$ cat src/rtl/digit_clock_if.sv
// Key inputs and display-path outputs of the time-of-day controller.
// The master side drives the keys; the slave side is the controller.
interface digit_clock_if;
  logic       key_mode;
  logic       key_run;
  logic       key_inc;
  logic [3:0] cout1;
  logic [3:0] cout2;
  logic [3:0] cout3;
  logic [3:0] cout4;
  logic [3:0] cout5;
  logic [3:0] cout6;
  logic [5:0] blank;
  logic       tick;
  logic [2:0] state;

  modport master (
    output key_mode, key_run, key_inc,
    input  cout1, cout2, cout3, cout4, cout5, cout6, blank, tick, state
  );

  modport slave (
    input  key_mode, key_run, key_inc,
    output cout1, cout2, cout3, cout4, cout5, cout6, blank, tick, state
  );
endinterface

$ cat src/rtl/digit_clock_ctrl.sv
// HH:MM:SS BCD time-of-day counter with run/pause/set modes, 1 Hz prescaler
// and a blink mask for the field being set.
module digit_clock_ctrl #(
  parameter int TICK_DIV = 50000000
) (
  input  logic         clk,
  input  logic         rst,
  digit_clock_if.slave bus
);
  localparam int PW = (TICK_DIV > 1) ? $clog2(TICK_DIV) : 1;
  localparam logic [PW-1:0] P_LAST = PW'(TICK_DIV - 1);
  localparam logic [PW-1:0] P_HALF = PW'(TICK_DIV / 2);

  typedef enum logic [2:0] {
    RUN = 3'd0, PAUSE = 3'd1, SET_HOUR = 3'd2, SET_MIN = 3'd3, SET_SEC = 3'd4
  } mode_e;

  mode_e         state_q, state_d;
  logic [PW-1:0] presc_q, presc_d, presc_nxt;
  logic [3:0]    s1_q, s10_q, m1_q, m10_q, h1_q, h10_q;
  logic [3:0]    s1_d, s10_d, m1_d, m10_d, h1_d, h10_d;
  logic          kmode_q, krun_q, kinc_q;
  logic          tick_q, tick_d;
  logic [5:0]    blank_q, blank_d;
  logic          p_mode, p_run, p_inc, wrap, adv, half;

  // Two-digit BCD increment, 59 -> 00
  function automatic logic [7:0] inc60(input logic [3:0] t, input logic [3:0] o);
    if (o == 4'd9) inc60 = {(t == 4'd5) ? 4'd0 : t + 4'd1, 4'd0};
    else           inc60 = {t, o + 4'd1};
  endfunction

  // Two-digit BCD increment, 23 -> 00
  function automatic logic [7:0] inc24(input logic [3:0] t, input logic [3:0] o);
    if (t == 4'd2 && o == 4'd3) inc24 = 8'h00;
    else if (o == 4'd9)         inc24 = {t + 4'd1, 4'd0};
    else                        inc24 = {t, o + 4'd1};
  endfunction

  always_comb begin
    p_mode    = bus.key_mode & ~kmode_q;
    p_run     = bus.key_run & ~krun_q & ~p_mode;
    p_inc     = bus.key_inc & ~kinc_q & ~p_mode & ~p_run;
    wrap      = (presc_q == P_LAST);
    presc_nxt = wrap ? '0 : presc_q + 1'b1;
    state_d   = state_q;
    presc_d   = presc_q;
    adv       = 1'b0;
    {s10_d, s1_d} = {s10_q, s1_q};
    {m10_d, m1_d} = {m10_q, m1_q};
    {h10_d, h1_d} = {h10_q, h1_q};

    if (p_mode) begin
      case (state_q)
        SET_HOUR: begin state_d = SET_MIN;  presc_d = presc_nxt; end
        SET_MIN:  begin state_d = SET_SEC;  presc_d = presc_nxt; end
        SET_SEC:  begin state_d = RUN;      presc_d = '0;        end
        default:  begin state_d = SET_HOUR; presc_d = '0;        end
      endcase
    end else if (p_run && (state_q == RUN || state_q == PAUSE)) begin
      // Toggle leaves the prescaler untouched so a resume continues mid-second
      state_d = (state_q == RUN) ? PAUSE : RUN;
    end else if (p_inc && state_q != RUN && state_q != PAUSE) begin
      presc_d = '0;
      case (state_q)
        SET_HOUR: {h10_d, h1_d} = inc24(h10_q, h1_q);
        SET_MIN:  {m10_d, m1_d} = inc60(m10_q, m1_q);
        default:  {s10_d, s1_d} = inc60(s10_q, s1_q);
      endcase
    end else if (state_q != PAUSE) begin
      presc_d = presc_nxt;
      adv     = (state_q == RUN) && wrap;
    end

    if (adv) begin
      {s10_d, s1_d} = inc60(s10_q, s1_q);
      if ({s10_q, s1_q} == 8'h59) begin
        {m10_d, m1_d} = inc60(m10_q, m1_q);
        if ({m10_q, m1_q} == 8'h59) {h10_d, h1_d} = inc24(h10_q, h1_q);
      end
    end
    tick_d = adv;

    // Blank is built from next-state values so it lines up with the prescaler
    half    = (presc_d >= P_HALF);
    blank_d = '0;
    case (state_d)
      SET_HOUR: blank_d[5:4] = {2{half}};
      SET_MIN:  blank_d[3:2] = {2{half}};
      SET_SEC:  blank_d[1:0] = {2{half}};
      default:  blank_d      = '0;
    endcase
  end

  always_ff @(posedge clk or negedge rst) begin
    if (!rst) begin
      state_q <= RUN;
      presc_q <= '0;
      {s1_q, s10_q, m1_q, m10_q, h1_q, h10_q} <= '0;
      {kmode_q, krun_q, kinc_q} <= '0;
      tick_q  <= 1'b0;
      blank_q <= '0;
    end else begin
      state_q <= state_d;
      presc_q <= presc_d;
      {s1_q, s10_q, m1_q, m10_q, h1_q, h10_q} <= {s1_d, s10_d, m1_d, m10_d, h1_d, h10_d};
      {kmode_q, krun_q, kinc_q} <= {bus.key_mode, bus.key_run, bus.key_inc};
      tick_q  <= tick_d;
      blank_q <= blank_d;
    end
  end

  assign bus.cout1 = s1_q;
  assign bus.cout2 = s10_q;
  assign bus.cout3 = m1_q;
  assign bus.cout4 = m10_q;
  assign bus.cout5 = h1_q;
  assign bus.cout6 = h10_q;
  assign bus.blank = blank_q;
  assign bus.tick  = tick_q;
  assign bus.state = state_q;
endmodule

$ cat src/flat_wrapper.sv
// flat-port wrapper written by rule: the top's interface ports become plain ports
module digit_clock_ctrl_flat 
#(
  parameter int TICK_DIV = 50000000
)
  (clk, rst, bus_key_mode, bus_key_run, bus_key_inc, bus_cout1, bus_cout2, bus_cout3, bus_cout4, bus_cout5, bus_cout6, bus_blank, bus_tick, bus_state);
  digit_clock_if bus_i ();
  input  logic clk;
  input  logic rst;
  input wire logic [$bits(bus_i.key_mode)-1:0] bus_key_mode;
  input wire logic [$bits(bus_i.key_run)-1:0] bus_key_run;
  input wire logic [$bits(bus_i.key_inc)-1:0] bus_key_inc;
  output wire logic [$bits(bus_i.cout1)-1:0] bus_cout1;
  output wire logic [$bits(bus_i.cout2)-1:0] bus_cout2;
  output wire logic [$bits(bus_i.cout3)-1:0] bus_cout3;
  output wire logic [$bits(bus_i.cout4)-1:0] bus_cout4;
  output wire logic [$bits(bus_i.cout5)-1:0] bus_cout5;
  output wire logic [$bits(bus_i.cout6)-1:0] bus_cout6;
  output wire logic [$bits(bus_i.blank)-1:0] bus_blank;
  output wire logic [$bits(bus_i.tick)-1:0] bus_tick;
  output wire logic [$bits(bus_i.state)-1:0] bus_state;
  assign bus_i.key_mode = bus_key_mode;
  assign bus_i.key_run = bus_key_run;
  assign bus_i.key_inc = bus_key_inc;
  assign bus_cout1 = bus_i.cout1;
  assign bus_cout2 = bus_i.cout2;
  assign bus_cout3 = bus_i.cout3;
  assign bus_cout4 = bus_i.cout4;
  assign bus_cout5 = bus_i.cout5;
  assign bus_cout6 = bus_i.cout6;
  assign bus_blank = bus_i.blank;
  assign bus_tick = bus_i.tick;
  assign bus_state = bus_i.state;
  digit_clock_ctrl #(.TICK_DIV(TICK_DIV)) u_core (.clk(clk), .rst(rst), .bus(bus_i));
endmodule
$ cat config.mk
export PLATFORM = sky130hd
export DESIGN_NAME = digit_clock_ctrl_flat
export DESIGN_NICKNAME = d
export VERILOG_FILES = /design/src/rtl/digit_clock_if.sv /design/src/rtl/digit_clock_ctrl.sv /design/src/flat_wrapper.sv
export SDC_FILE = /design/constraint.sdc
export NUM_CORES = 1
export LEC_CHECK = 0
export ABC_AREA = 0
export CAP_MARGIN = 20
export CELL_PAD_IN_SITES_DETAIL_PLACEMENT = 2
export CELL_PAD_IN_SITES_GLOBAL_PLACEMENT = 2
export CORE_MARGIN = 10
export CORE_UTILIZATION = 42
export DETAILED_ROUTE_END_ITERATION = 6
export DONT_BUFFER_PORTS = 1
export GPL_TIMING_DRIVEN = 0
export HOLD_SLACK_MARGIN = 0.12
export PLACE_DENSITY_LB_ADDON = 0.1
export SKIP_LAST_GASP = 1
export SLEW_MARGIN = 20
export SYNTH_ARGS = -nofsm -noshare
export SYNTH_HDL_FRONTEND = slang
export SYNTH_SLANG_ARGS = --single-unit
$ cat constraint.sdc
create_clock -name clk -period 7.2 [get_ports clk]
set_input_delay 2.16 -clock clk [delete_from_list [all_inputs] [get_ports clk]]
set_output_delay 2.16 -clock clk [all_outputs]
set_load 0.05 [all_outputs]
=== Word level (Yosys, flattened, before mapping) ===
Cells that the tools add are included.

* Register bits: 63
* Latch bits: 0
* RAM bits: 0
* Memory bits (read-only): 0
* Bits of input ports: 5
* Output and inout port bits: 34
* Word-level logic and storage cells: 123
* Memories: 0

* $add $sub $neg: 7
* $mul: 0
* Divide/modulo/power cells: 0
* Order comparisons: 1
* Equal/unequal tests: 21
* Shift operators: 0
* Muxes and demuxes: 59
* Bitwise gates (word level): 11
* Reductions and logical operators: 11

{| class="wikitable"
|+ Operators by type and width
! operator !! number
|-
| 26-bit 2-to-1 mux || 6
|-
| 4-bit 2-to-1 mux || 38
|-
| 8-bit 2-to-1 mux || 4
|-
| 26-bit by 1-bit adder with 26-bit output (second input constant) || 1
|-
| 26-bit == test (second input constant) || 1
|-
| 26-bit by 25-bit greater-or-equal comparator with 1-bit output (second input constant) || 1
|-
| 4-bit by 1-bit adder with 4-bit output (second input constant) || 6
|-
| 8-bit by 7-bit == test with 1-bit output (second input constant) || 2
|-
| 3-bit by 2-bit == test with 1-bit output (second input constant) || 4
|-
| 4-bit == test (second input constant) || 3
|-
| 3-bit one-hot mux with 3 select lines || 1
|-
| 4-bit by 2-bit == test with 1-bit output (second input constant) || 2
|-
| 4-bit by 3-bit == test with 1-bit output (second input constant) || 2
|-
| 1-bit bitwise AND || 6
|-
| 3-bit == test (second input constant) || 2
|-
| 2-bit 2-to-1 mux || 3
|-
| 3-bit 2-to-1 mux || 2
|-
| 2-bit by 1-bit inequality test with 1-bit output (second input constant) || 3
|-
| 1-bit logical AND || 5
|-
| 1-bit 2-to-1 mux || 5
|-
| 1-bit NOT || 5
|-
| 4-bit AND reduction || 1
|-
| 3-bit by 1-bit == test with 1-bit output (second input constant) || 1
|-
| 3-bit logical NOT || 1
|-
| other kinds (5) || 5
|}

=== Longest topological paths before layout ===
* Depth in word-level cells: 14
* Mapped depth: 11
* Mapped depth without buffers: 9

=== Least setup slack after synthesis ===
OpenSTA, ideal clock, no wires.

* Kind: input-to-reg
* From: input bus_key_mode
* To: register u_core.blank_q[4] (netlist: u_core.bus.blank[4])
* Setup time: 0.135 ns
* Data arrival time: 4.143 ns
* Data required time: 7.065 ns
* Setup slack: 2.922 ns
* Stages on the path: 9
* Path buffers: 1
* Path through: nor2b_1 -> clkbuf_1 -> nor2_1 -> a211oi_1 -> o21ai_0 -> a21o_1 -> or4b_1 -> a311oi_2 -> nor4b_1

* Word-level cells in the longest chain between the ends: 12
* Elaborated cells on any way between the ends: 17
* Those cells by class: 1 x order compare; 1 x eq/ne; 6 x mux; 6 x bitwise; 3 x reduce/logical

{| class="wikitable"
|+ RTL lines
! element !! RTL line !! text
|-
| from (decl) || flat_wrapper.sv:10 || <nowiki>input wire logic [$bits(bus_i.key_mode)-1:0] bus_key_mode;</nowiki>
|-
| 1-bit bitwise AND (*) || digit_clock_ctrl.sv:41 || <nowiki>p_mode = bus.key_mode & ~kmode_q;</nowiki>
|-
| 1-bit NOT || digit_clock_ctrl.sv:42, digit_clock_ctrl.sv:43 ||
|-
| 1-bit bitwise AND || digit_clock_ctrl.sv:42 || <nowiki>p_run = bus.key_run & ~krun_q & ~p_mode;</nowiki>
|-
| 1-bit NOT || digit_clock_ctrl.sv:43 || <nowiki>p_inc = bus.key_inc & ~kinc_q & ~p_mode & ~p_run;</nowiki>
|-
| 1-bit bitwise AND || digit_clock_ctrl.sv:43 ||
|-
| 1-bit logical AND (2 in series) || digit_clock_ctrl.sv:63 || <nowiki>end else if (p_inc && state_q != RUN && state_q != PAUSE) begin</nowiki>
|-
| 26-bit 2-to-1 mux || digit_clock_ctrl.sv:63 ||
|-
| 26-bit 2-to-1 mux || digit_clock_ctrl.sv:60 || <nowiki>end else if (p_run && (state_q == RUN || state_q == PAUSE)) begin</nowiki>
|-
| 26-bit 2-to-1 mux (*) || digit_clock_ctrl.sv:53 || <nowiki>if (p_mode) begin</nowiki>
|-
| named net u_core.presc_d[7] || digit_clock_ctrl.sv:19 || <nowiki>logic [PW-1:0] presc_q, presc_d, presc_nxt;</nowiki>
|-
| 26-bit by 25-bit greater-or-equal comparator with 1-bit output (*) || digit_clock_ctrl.sv:85 || <nowiki>half = (presc_d >= P_HALF);</nowiki>
|-
| 2-bit 2-to-1 mux (*) || digit_clock_ctrl.sv:87 || <nowiki>case (state_d)</nowiki>
|-
| named net u_core.blank_d[4] || digit_clock_ctrl.sv:24 || <nowiki>logic [5:0] blank_q, blank_d;</nowiki>
|-
| to (signal assigned) || digit_clock_ctrl.sv:109 || <nowiki>blank_q <= blank_d;</nowiki>
|-
| to (decl) || digit_clock_ctrl.sv:24 ||
|}

The timed path passes the listed nets; every way through them passes the cells marked *.
A chain may end at the register's enable or synchronous reset.

=== Final worst setup path ===
* From: input bus_key_inc
* To: register u_core.blank_q[4] (netlist: u_core.bus.blank[4])

* Word-level cells in the longest chain between the ends: 10

{| class="wikitable"
|+ RTL lines
! element !! RTL line !! text
|-
| from (decl) || flat_wrapper.sv:12 || <nowiki>input wire logic [$bits(bus_i.key_inc)-1:0] bus_key_inc;</nowiki>
|-
| 1-bit bitwise AND (3 in series) || digit_clock_ctrl.sv:43 ||
|-
| 1-bit logical AND (2 in series) || digit_clock_ctrl.sv:63 ||
|-
| 26-bit 2-to-1 mux || digit_clock_ctrl.sv:63 ||
|-
| 26-bit 2-to-1 mux || digit_clock_ctrl.sv:60 ||
|-
| 26-bit 2-to-1 mux || digit_clock_ctrl.sv:53 ||
|-
| named net u_core.presc_d[23] || digit_clock_ctrl.sv:19 ||
|-
| 26-bit by 25-bit greater-or-equal comparator with 1-bit output || digit_clock_ctrl.sv:85 ||
|-
| 2-bit 2-to-1 mux || digit_clock_ctrl.sv:87 ||
|-
| named net u_core.blank_d[4] || digit_clock_ctrl.sv:24 ||
|}

The timed path passes the listed nets, and every way through them passes these cells.

==> results.cfg <==
[grt]
grt_pass1_vias = 3597
grt_pass1_wl_um = 19500
antenna_found_initial = 0
grt_max_degree = 61
grt_overflow = 0
grt_usage_pct = 18.6

[routing]
antenna_left = 0
via_count = 3209
initialDrtViolationCount = 128
post_drt_wl_per_cell_um = 22.3
drc = 0
firstDrtPassIters = 4
viasPerCell = 6.10
wl_um = 11700

[layout]
final_util_pct = 47.9
area_delta_synth_final_pct = 9.79
nNetsFinal = 426
drive_gt1_share_pct = 11.6
antenna_cells = 0

[clocking]
root_buffer = clkbuf_8
htreeDepth = 3
clk_path_buf_depth = 2
cts_tree = done
cts_made_buffers = 9
cts.sinks = 60
clock_latency_ns = 0.35
path_clk_slew_ns = 0.08
cts_setup_buffers = 0
cts_resized = 0
ctsHoldBuffers = 0

[yosys]
synth_area_leaders = dfrtp_1 (42%), o21ai_0 (4.8%), nand2_1 (4.5%)
ys_types = 67
synth_edf_count = 0
synth_area_leader_cell = dfrtp_1
yosys-top-cells-count = dfrtp_1 (60), nand2_1 (43), nor2_1 (38), o21ai_0 (35), nor3_1 (25)
synth.avg_cell_area_um2 = 8.93
yosysWarnings = 0
syn_inst = 405
synth.ff_latch_count = 60
post-synth-top-area-fraction_pct = 41.5
syn-cell-area_um2 = 3620
synth.most_common_cell = dfrtp_1
yosysSeqAreaShare_pct = 41.5
dominantRegCellSynth = dfrtp_1
async_flop_share_pct = 100
synth_nets = 415

[worst_setup_path]
regToRegStartpoint = u_core.bus.state[2]
startpoint_type = input pin
worst_ep_required_time_ns = 7.45
cp.arrival_ns = 5.21
crit_type = input pin to flip-flop
rrSetupSlack_ns = 3.34
crit_chain = nor2b_1 -> nand3_1 -> o221ai_1 -> buf_2 -> o31ai_1 -> a21oi_2 -> inv_1 -> nor4_1 -> a41oi_1 -> nor4b_1
cpMaxStageDelayCell = o221ai_1
critical_path.max_stage_delay_ns = 0.70
end_kind = flip-flop
worstPathMaxFanout = 10
cp-startpoint = bus_key_inc

[sta]
timing.fmax_mhz = 201
finClkSkew_ns = 0.0176
fin_setup_tns_ns = 0
hold_violations = 0
setup_violations = 0
max_slew_margin_pct = 41.4
timing.final.crit_share_pct = 68.9
rsz0062_at_grt = false
tightest_slew_ns = 0.874
hold_slack_ns = 0.555
min_period_ns = 4.96
drv_slew = 0

[die]
fp.coreArea_um2 = 8300
chipWidth_um = 113
rows = 33
start_util_pct = 43.6
io-pin-count = 39
dieArea_um2 = 12700
die_h_um = 113

[placement]
hpwl_um = 8690
gp_congestion = 0.845
io_buffers = 0

[power]
vdd_drop_max_v = 0.000165
p_leak_nw = 1.67
pwr_density_cell_nw_per_um2 = 356

[min_path]
hold_class = flip-flop to flip-flop
hp-start = u_core.presc_q[5]

[status]
status = finished clean

[job]
drv_cap = 0
[layer usage]
metal / global-route usage (%) / up-vias / part of all wire, %
met5: 0 / - / 0
met4: 6.85 / 0 / 2.0
li1: - / 1500 / -
met3: 3.91 / 19 / 4.0
met1: 22.9 / 1635 / 44
met2: 31.3 / 55 / 50
[power breakdown]
group / leakage [nW] / switching [mW] / internal [mW]
combinational: 0.770 / 0.249 / 0.139
clock: 0.110 / 0.152 / 0.197
sequential: 0.793 / 0.278 / 0.399
[layout by cell type, fill, tap and decap left out, types with 5 or more instances in the layout]
master / count
a21o_1: 6
a21oi_1: 12
a31oi_1: 5
buf_2: 6
clkbuf_1: 5
clkbuf_8: 9
dfrtp_1: 60
ha_1: 5
inv_1: 14
nand2_1: 43
nand2b_1: 9
nand3_1: 14
nand4_1: 8
nor2_1: 38
nor2b_1: 10
nor3_1: 25
nor3b_1: 5
nor4_1: 6
o21ai_0: 35
o31ai_1: 5
xnor2_1: 8
[worst paths after layout]
check	end	depth (start not counted)
min in group asynchronous	u_core.bus.cout2[3]	0
max in group asynchronous	u_core.presc_q[6]	0
max	u_core.bus.blank[4]	10
max reg2reg	u_core.bus.blank[1]	10
min	u_core.presc_q[5]	1
min reg2reg	u_core.presc_q[5]	1
[sequential cells by signal (all words and copies together), names as in the netlist]
| name | cells |
|---|---|
| u_core.bus.blank | 3 |
| u_core.bus.cout1 | 4 |
| u_core.bus.cout2 | 4 |
| u_core.bus.cout3 | 4 |
| u_core.bus.cout4 | 4 |
| u_core.bus.cout5 | 4 |
| u_core.bus.cout6 | 4 |
| u_core.bus.state | 3 |
| u_core.bus.tick | 1 |
| u_core.kinc_q | 1 |
| u_core.kmode_q | 1 |
| u_core.krun_q | 1 |
| u_core.presc_q | 26 |
[stage by stage]
step | cells | power (mW) | setup WS (ns) | cell area, um2
3_5_place_dp | 510 | 1.07 | 1.94 | 3750
5_1_grt | 526 | 1.51 | 2.07 | 3970
6_report | 526 | 1.41 | 2.24 | 3970
3_3_place_gp | 510 | 1.04 | 2.06 | 3750
2_1_floorplan | 405 | 0.923 | 2.92 | 3620
4_1_cts | 526 | 1.42 | 2.28 | 3970
[critical path, delay by kind of cell]
kind | cells | cell delay [ns]
compound gates | 4 | 1.35
buf+inv | 2 | 0.46
simple gates | 4 | 1.22
[cells by family after synthesis]
kind of cell / after synthesis / synth area share [%]
simple gates: 196 / 30.9
compound gates: 99 / 18.0
xor+xnor: 10 / 2.42
mux: 3 / 0.899
flops: 60 / 41.5
buf+inv: 32 / 4.57
fa+ha+maj: 5 / 1.73
[cell type report]
cell class	instances	area (um2)
Fill cell	925	4330
Multi-Input combinational cell	313	1950
Sequential cell	60	1500
Tap cell	105	131
Clock buffer	9	124
Buffer	18	113
Clock inverter	7	98.8
Inverter	14	52.6
(Power assumes the default switching activity.)
